[src/rtl/ula8_acc_seq_if.sv]
// rtl/ula8_acc_seq_if.sv - operation input handshake bundle for ula8_acc_seq
interface ula8_acc_seq_if #(
    parameter int WIDTH = 8
);
    logic             in_valid;
    logic             in_ready;
    logic [2:0]       op;
    logic [WIDTH-1:0] b;

    modport master (output in_valid, output op, output b, input in_ready);
    modport slave  (input in_valid, input op, input b, output in_ready);
endinterface

[src/rtl/ula8_acc_seq.sv]
// rtl/ula8_acc_seq.sv - accumulator/op sequencer with add/sub/logic ops and shift-add multiply
module ula8_acc_seq #(
    parameter int WIDTH  = 8,
    parameter int MUL_EN = 1
) (
    input  logic              clk,
    input  logic              rst_n,
    ula8_acc_seq_if.slave     in_if,
    output logic [WIDTH-1:0]  acc,
    output logic              c,
    output logic              z,
    output logic              v,
    output logic              out_valid,
    output logic              busy
);
    localparam int CW = (WIDTH > 1) ? $clog2(WIDTH) : 1;

    localparam logic [2:0] OP_LOAD = 3'b000;
    localparam logic [2:0] OP_ADD  = 3'b001;
    localparam logic [2:0] OP_SUB  = 3'b010;
    localparam logic [2:0] OP_AND  = 3'b011;
    localparam logic [2:0] OP_OR   = 3'b100;
    localparam logic [2:0] OP_NOT  = 3'b101;
    localparam logic [2:0] OP_MUL  = 3'b110;
    localparam logic [2:0] OP_CLR  = 3'b111;

    typedef enum logic {S_IDLE, S_MUL} state_e;

    state_e               state_q, state_d;
    logic [WIDTH-1:0]     acc_q, acc_d;
    logic                 c_q, c_d;
    logic                 z_q, z_d;
    logic                 v_q, v_d;
    logic                 ov_q, ov_d;
    logic [2*WIDTH-1:0]   mcand_q, mcand_d;
    logic [WIDTH-1:0]     mplier_q, mplier_d;
    logic [2*WIDTH-1:0]   prod_q, prod_d;
    logic [CW-1:0]        cnt_q, cnt_d;

    logic [WIDTH-1:0]     add_b;
    logic [WIDTH:0]       add_sum;
    logic                 add_v;
    logic [2*WIDTH-1:0]   prod_step;
    logic                 mul_last;

    // SUB reuses the adder as acc + ~b + 1, so carry-out means "no borrow"
    always_comb begin
        add_b   = (in_if.op == OP_SUB) ? ~in_if.b : in_if.b;
        add_sum = {1'b0, acc_q} + {1'b0, add_b} + {{WIDTH{1'b0}}, (in_if.op == OP_SUB)};
        add_v   = (acc_q[WIDTH-1] == add_b[WIDTH-1]) && (add_sum[WIDTH-1] != acc_q[WIDTH-1]);
    end

    assign prod_step = prod_q + (mplier_q[0] ? mcand_q : {2*WIDTH{1'b0}});
    assign mul_last  = (cnt_q == CW'(WIDTH - 1));

    always_comb begin
        state_d  = state_q;
        acc_d    = acc_q;
        c_d      = c_q;
        z_d      = z_q;
        v_d      = v_q;
        ov_d     = 1'b0;
        mcand_d  = mcand_q;
        mplier_d = mplier_q;
        prod_d   = prod_q;
        cnt_d    = cnt_q;

        case (state_q)
            S_IDLE: begin
                if (in_if.in_valid) begin
                    ov_d = 1'b1;
                    c_d  = 1'b0;
                    v_d  = 1'b0;
                    case (in_if.op)
                        OP_LOAD: acc_d = in_if.b;
                        OP_ADD, OP_SUB: begin
                            acc_d = add_sum[WIDTH-1:0];
                            c_d   = add_sum[WIDTH];
                            v_d   = add_v;
                        end
                        OP_AND:  acc_d = acc_q & in_if.b;
                        OP_OR:   acc_d = acc_q | in_if.b;
                        OP_NOT:  acc_d = ~acc_q;
                        OP_MUL: begin
                            // flags are held; with MUL disabled this is a pure no-op pulse
                            c_d = c_q;
                            v_d = v_q;
                            if (MUL_EN != 0) begin
                                ov_d     = 1'b0;
                                mcand_d  = {{WIDTH{1'b0}}, acc_q};
                                mplier_d = in_if.b;
                                prod_d   = '0;
                                cnt_d    = '0;
                                state_d  = S_MUL;
                            end
                        end
                        OP_CLR:  acc_d = '0;
                        default: acc_d = acc_q;
                    endcase
                    if (in_if.op != OP_MUL) begin
                        z_d = (acc_d == '0);
                    end
                end
            end
            S_MUL: begin
                prod_d   = prod_step;
                mcand_d  = mcand_q << 1;
                mplier_d = mplier_q >> 1;
                cnt_d    = cnt_q + CW'(1);
                if (mul_last) begin
                    acc_d   = prod_step[WIDTH-1:0];
                    c_d     = |prod_step[2*WIDTH-1:WIDTH];
                    v_d     = 1'b0;
                    z_d     = (prod_step[WIDTH-1:0] == '0);
                    ov_d    = 1'b1;
                    state_d = S_IDLE;
                end
            end
            default: state_d = S_IDLE;
        endcase
    end

    always_ff @(posedge clk) begin
        if (!rst_n) begin
            state_q  <= S_IDLE;
            acc_q    <= '0;
            c_q      <= 1'b0;
            z_q      <= 1'b1;
            v_q      <= 1'b0;
            ov_q     <= 1'b0;
            mcand_q  <= '0;
            mplier_q <= '0;
            prod_q   <= '0;
            cnt_q    <= '0;
        end else begin
            state_q  <= state_d;
            acc_q    <= acc_d;
            c_q      <= c_d;
            z_q      <= z_d;
            v_q      <= v_d;
            ov_q     <= ov_d;
            mcand_q  <= mcand_d;
            mplier_q <= mplier_d;
            prod_q   <= prod_d;
            cnt_q    <= cnt_d;
        end
    end

    assign in_if.in_ready = (state_q == S_IDLE);
    assign busy           = (state_q == S_MUL);
    assign acc            = acc_q;
    assign c              = c_q;
    assign z              = z_q;
    assign v              = v_q;
    assign out_valid      = ov_q;
endmodule

[src/flat_wrapper.sv]
// flat-port wrapper written by rule: the top's interface ports become plain ports
module ula8_acc_seq_flat 
#(
    parameter int WIDTH  = 8,
    parameter int MUL_EN = 1
)
  (clk, rst_n, acc, c, z, v, out_valid, busy, in_if_in_valid, in_if_op, in_if_b, in_if_in_ready);
  ula8_acc_seq_if #(.WIDTH(WIDTH)) in_if_i ();
  input  logic clk;
  input  logic rst_n;
  output logic [WIDTH-1:0] acc;
  output logic c;
  output logic z;
  output logic v;
  output logic out_valid;
  output logic busy;
  input wire logic [$bits(in_if_i.in_valid)-1:0] in_if_in_valid;
  input wire logic [$bits(in_if_i.op)-1:0] in_if_op;
  input wire logic [$bits(in_if_i.b)-1:0] in_if_b;
  output wire logic [$bits(in_if_i.in_ready)-1:0] in_if_in_ready;
  assign in_if_i.in_valid = in_if_in_valid;
  assign in_if_i.op = in_if_op;
  assign in_if_i.b = in_if_b;
  assign in_if_in_ready = in_if_i.in_ready;
  ula8_acc_seq #(.WIDTH(WIDTH), .MUL_EN(MUL_EN)) u_core (.clk(clk), .rst_n(rst_n), .in_if(in_if_i), .acc(acc), .c(c), .z(z), .v(v), .out_valid(out_valid), .busy(busy));
endmodule
[config.mk]
export PLATFORM = sky130hd
export DESIGN_NAME = ula8_acc_seq_flat
export DESIGN_NICKNAME = d
export VERILOG_FILES = /design/src/rtl/ula8_acc_seq_if.sv /design/src/rtl/ula8_acc_seq.sv /design/src/flat_wrapper.sv
export SDC_FILE = /design/constraint.sdc
export NUM_CORES = 1
export LEC_CHECK = 0
export CELL_PAD_IN_SITES_DETAIL_PLACEMENT = 1
export CELL_PAD_IN_SITES_GLOBAL_PLACEMENT = 1
export CORE_MARGIN = 3
export CORE_UTILIZATION = 45
export CTS_CLUSTER_SIZE = 12
export DETAILED_ROUTE_END_ITERATION = 6
export PLACE_DENSITY = 0.9
export SKIP_LAST_GASP = 1
export SYNTH_ARGS = -nofsm -noshare
export SYNTH_HDL_FRONTEND = slang
export SYNTH_SLANG_ARGS = --single-unit
export TNS_END_PERCENT = 100
[constraint.sdc]
create_clock -name clk -period 3.9 [get_ports clk]
set_clock_uncertainty 0.05 [all_clocks]
set_input_delay 0.78 -clock clk [delete_from_list [all_inputs] [get_ports clk]]
set_output_delay 0.78 -clock clk [all_outputs]
set_load 0.03 [all_outputs]
======== Yosys cells after proc, flatten, opt, wreduce, memory -nomap -nowiden ========
Index checks and enable logic that the tools add are counted.
cells by class
  reduce and logical (&&, ||, !) cells .... 10
  equal/unequal tests ..................... 16
  add/sub/neg operators ................... 4
  multiplexer cells ....................... 40
  bitwise gates (word level) .............. 5
operators with widths
  operator                                                count
  2-to-1 mux 16 bit                                       5
  case mux 16 bit (2 select lines)                        2
  2-to-1 mux 8 bit                                        7
  case mux 8 bit (6 select lines)                         1
  case mux 8 bit (2 select lines)                         2
  adder 16 bit                                            1
  zero test 8 bit                                         2
  inverter 8 bit                                          2
  equality test 3 bit (second input constant)             5
  case mux 1 bit (2 select lines)                         7
  2-to-1 mux 1 bit                                        13
  adder 8 x 8 -> 9 bit                                    1
  adder 9 x 1 -> 9 bit                                    1
  AND 8 bit                                               1
  bitwise OR 8 bit                                        1
  OR reduction 8 bit                                      1
  equality test 3 x 2 -> 1 bit (second input constant)    2
  2-to-1 mux 3 bit                                        2
  inequality test 2 bit (second input constant)           3
  case mux 3 bit (2 select lines)                         1
  AND reduction 3 bit                                     2
  inequality test 2 x 1 -> 1 bit (second input constant)  2
  AND reduction 2 bit                                     2
  adder 3 x 1 -> 3 bit (second input constant)            1
  other kinds (8)                                         8
word-level totals
  output and inout port bits .............. 14
  word-level logic and storage cells ...... 85
  bits in registers ....................... 56
  input port bits ......................... 14

======== Logic depth before layout (Yosys ltp) ========
  word-level depth ........................ 11
  depth in mapped cells ................... 12
  gate-level depth less buffers ........... 11

======== Worst setup path after synthesis ========
OpenSTA, ideal clock, no wires.
  path kind ............................... input -> register
  start ................................... input in_if_op[1]
  end ..................................... register u_core.z_q, in the netlist u_core.z
  stages .................................. 12
  required time ........................... 3.781 ns
  arrival time ............................ 3.424 ns
  path slack .............................. 0.357 ns
  path buffers ............................ 1
  library setup time ...................... 0.069 ns
  cell sequence ........................... buf_2 inv_1 nor3_2 xor2_1 fa_1 a21o_1 a221o_1 a211o_1 a31oi_1 and4_1 nand3_1 o21ai_1
between the ends
  word-level cells in the longest chain between the ends .. 11
  elaborated cells between the ends (all ways) .. 21
  those cells by class .................... 2 x add/sub; 8 x eq/ne; 7 x mux; 4 x reduce/logical
ends and longest elaborated chain
  what                             RTL line                                                    RTL
  from (decl)                      flat_wrapper.sv:18                                          input wire logic [$bits(in_if_i.op)-1:0] in_if_op;
  equality test 3 x 2 -> 1 bit     ula8_acc_seq.sv:48, ula8_acc_seq.sv:49, ula8_acc_seq.sv:74
  2-to-1 mux 8 bit                 ula8_acc_seq.sv:48                                          add_b = (in_if.op == OP_SUB) ? ~in_if.b : in_if.b;
  adder 8 x 8 -> 9 bit             ula8_acc_seq.sv:49                                          add_sum = {1'b0, acc_q} + {1'b0, add_b} + {{WIDTH{1'b0}}, (in_if.op == OP_SUB)};
  adder 9 x 1 -> 9 bit             ula8_acc_seq.sv:49
  case mux 8 bit (6 select lines)  ula8_acc_seq.sv:74                                          case (in_if.op)
  2-to-1 mux 8 bit                 ula8_acc_seq.sv:70                                          if (in_if.in_valid) begin
  2-to-1 mux 8 bit                 ula8_acc_seq.sv:68                                          case (state_q)
  zero test 8 bit                  ula8_acc_seq.sv:101                                         z_d = (acc_d == '0);
  2-to-1 mux 1 bit                 ula8_acc_seq.sv:100                                         if (in_if.op != OP_MUL) begin
  2-to-1 mux 1 bit                 ula8_acc_seq.sv:70
  case mux 1 bit (2 select lines)  ula8_acc_seq.sv:68
  to (signal assigned)             ula8_acc_seq.sv:139                                         z_q <= z_d;
  to (decl)                        ula8_acc_seq.sv:32                                          logic z_q, z_d;
Parallel ways exist; a longest one is shown, timed or not. The select of a mux whose other input is x is not followed.
A chain may end at the register's enable or synchronous reset.

======== Worst setup path after layout ========
  start ................................... input in_if_op[1]
  end ..................................... register u_core.c_q, in the netlist u_core.c
between the ends
  word-level cells in the longest chain between the ends .. 7
  elaborated cells between the ends (all ways) .. 12
  those cells by class .................... 2 x add/sub; 4 x eq/ne; 4 x mux; 2 x reduce/logical
ends and longest elaborated chain
  what                             RTL line                                                    RTL
  equality test 3 x 2 -> 1 bit     ula8_acc_seq.sv:48, ula8_acc_seq.sv:49, ula8_acc_seq.sv:74
  2-to-1 mux 8 bit                 ula8_acc_seq.sv:48
  adder 8 x 8 -> 9 bit             ula8_acc_seq.sv:49
  adder 9 x 1 -> 9 bit             ula8_acc_seq.sv:49
  case mux 1 bit (2 select lines)  ula8_acc_seq.sv:74
  2-to-1 mux 1 bit                 ula8_acc_seq.sv:70
  case mux 1 bit (2 select lines)  ula8_acc_seq.sv:68
  to (signal assigned)             ula8_acc_seq.sv:127                                         c_q <= 1'b0;
  to (signal assigned)             ula8_acc_seq.sv:138                                         c_q <= c_d;
  to (decl)                        ula8_acc_seq.sv:31                                          logic c_q, c_d;
Parallel ways exist; a longest one is shown, timed or not. The select of a mux whose other input is x is not followed.

==> metrics.txt <==
wire per inst 19.5 um; first-pass GRT wire length 20500 um; Synth top area share 27.9%; fin nets 564; Mapped Area 0.00402 mm2; register area share after synthesis 27.9%; Hold Crit Depth 2; CP Launch Type input pin; ranking of synthesized cells by area dfxtp_1, ha_1, a21oi_1; die width 100 um; critical path class in -> reg; most used flip-flop cell after synthesis dfxtp_1; Avg Inst Size Synth 7.92 um2; Initial DRC Count 181; RSZ-0062 raised after global routing false; clock-pin slew on the worst setup and hold paths 0.11 ns; Reg2Reg Launch Point u_core.mplier_q[0]$_SDFFE_PN0P_; Worst VDD drop 154 uV; Die H 100 um; fillers 1054; Worst R2R End u_core.c$_SDFFE_PN0P_; CTS Buffer Depth 2; register bit total from synthesis 56; vias in the first global route 4168; Critical Path RT 4.05 ns; Max-Slew Margin vs Limit 54.4%; HP Class reg -> reg; post-synthesis async set-or-reset flop share 0%; GRT overflow 0; CTS root buf clkbuf_8; CTS buffer count 5; destination of the worst hold path u_core.mplier_q[7]$_SDFFE_PN0P_; status completed; Tot GR Track Use 25.1%; core area 0.00842 mm2; Worst setup EP type register; final HPWL from detailed placement 9260 um; DR vias 3959; CTS Hold Bufs 0; postcts setup bufs 0; DRC Markers 0; Syn Nets 549; initial antenna violation count 0; clock tree from TritonCTS yes; ANT nets after route 0; R2R Setup Slk 0.68 ns; Skew-Pair Late Insertion Delay 0.32 ns; final hold violation count 0; Post-Syn Instances 507; CTS sink cnt 56; Distinct cells, synth 76; Max-Cap Viols 0; total design power 1.32 mW; Yosys top cell by area dfxtp_1; number of port buffers 27; crit path time final 3.59 ns; fin crit share 92.0%; Area Overhead vs Synth 11.7%; RD Place Congestion 0.941; EDFF count, synth 0; Site Rows 33; most common cell in the netlist dfxtp_1; Post-synth top cells dfxtp_1, nand2_1, a21oi_1; via/cell ratio 6.30; Worst Path Max Fanout 6; max frequency 0.279 GHz; Final setup viols 0; Die ar. 0.0101 mm2; PostCTS Resize Cnt 0; R2R cell count 10; PD cells 295 mW/mm2; routed wire length 12200 um; IO Pins 28; largest net degree at the start of global routing 42; measured slew at the worst slew-check pin 0.682 ns; setup TNS 0 ns; Initial Util 47.7%; layout cell share with drive strength beyond 1 6.31%; diode count 0; YS warnings 0; Leak Pwr 1.93 nW; min-delay src u_core.mplier_q[7]$_SDFFE_PN0P_; max-slew violation count 0; CP arrival 3.74 ns; TritonRoute pass-1 iters 5; H-tree levels 2
-- worst max-delay path, stage by stage --
cell and delay, ns:
clkdlybuf4s50_1 0.48, inv_1 0.12, nor3_2 0.19, buf_4 0.21, xor2_1 0.20, ha_1 0.30, a21o_1 0.23, a22o_1 0.23
o31ai_1 0.41, a21oi_1 0.21, nor2_1 0.13, and4bb_1 0.19, a21oi_1 0.06
-- final cells by class --
type                    instances  area (um2)  share of cell area (%)
multi-input cells             409        2720                    60.7
inverters                      14        52.6                    1.17
well taps                     105         131                    2.93
clock buffers                   5        68.8                    1.53
flip-flops and latches         56        1120                    25.0
repair buffers                 36         338                    7.53
clock inverters                 3        50.0                    1.12
-- routing by layer --
metal | vias to the layer above | track usage [%] | wire length (um)
met5 | - | 0 | 0
li1 | 1892 | - | -
met2 | 100 | 43.3 | 6080
met1 | 1939 | 32.1 | 5360
met4 | 0 | 8.39 | 278
met3 | 28 | 3.53 | 528
-- sequential cells by signal (all words and copies together) (netlist names) --
register / count
u_core.acc: 8
u_core.mplier_q: 8
u_core.cnt_q: 3
u_core.busy: 1
u_core.mcand_q: 16
u_core.v: 1
u_core.c: 1
u_core.prod_q: 16
u_core.z: 1
u_core.out_valid: 1
-- logic make-up (layout without fill, tap and decap cells) --
logic type / after synthesis / in the layout / share of synthesized area (%)
AO/OA/AOI/OAI: 151 / 151 / 26.7
XOR/XNOR: 23 / 23 / 5.02
adder cells (fa/ha/maj): 28 / 28 / 9.10
buffers and inverters: 42 / 58 / 4.27
flip-flops: 56 / 56 / 27.9
multiplexers: 5 / 5 / 1.53
AND/OR/NAND/NOR: 202 / 202 / 25.5
-- worst max path at each step --
stage	from	slack (ns)	endpoint	depth (start not counted)
after global routing	in_if_op[1]	0.16	u_core.acc[7]$_SDFFE_PN0P_	13
after CTS	in_if_op[1]	0.36	u_core.z$_SDFFE_PN1P_	13
after detailed placement	in_if_op[1]	0.02	u_core.z$_SDFFE_PN1P_	13
after floorplan	in_if_op[1]	0.36	u_core.z$_SDFFE_PN1P_	12
final	in_if_op[1]	0.31	u_core.c$_SDFFE_PN0P_	13
after global placement	in_if_op[1]	0.20	u_core.z$_SDFFE_PN1P_	13
-- through the flow --
step	worst slack [ns]	instances	hold WS [ns]	util (%)	instance area (um2)
after floorplan	0.357	507	0.385	-	4020
after CTS	0.360	628	0.422	53.3	4490
after global routing	0.156	628	0.457	53.3	4490
after detailed placement	0.0237	620	0.405	51.8	4370
final	0.311	628	0.418	53.3	4490
after global placement	0.195	620	0.396	51.8	4370
-- layout by cell type, fill, tap and decap left out, types with 11 or more instances in the layout --
master and count:
nor3_1 11, dfxtp_1 56, nand2_1 55, and2_1 18
nor2_1 49, xor2_1 13, inv_1 13, a311oi_1 11
a21oi_1 52, clkdlybuf4s50_1 27, ha_1 26, nand3_1 15
and3_1 19
-- where the power goes --
| part | total (mW) | internal [mW] | switching (mW) |
|---|---|---|---|
| Combinational | 0.296 | 0.121 | 0.175 |
| Clock | 0.407 | 0.198 | 0.209 |
| Sequential | 0.618 | 0.590 | 0.0286 |
(Power assumes the default switching activity.)
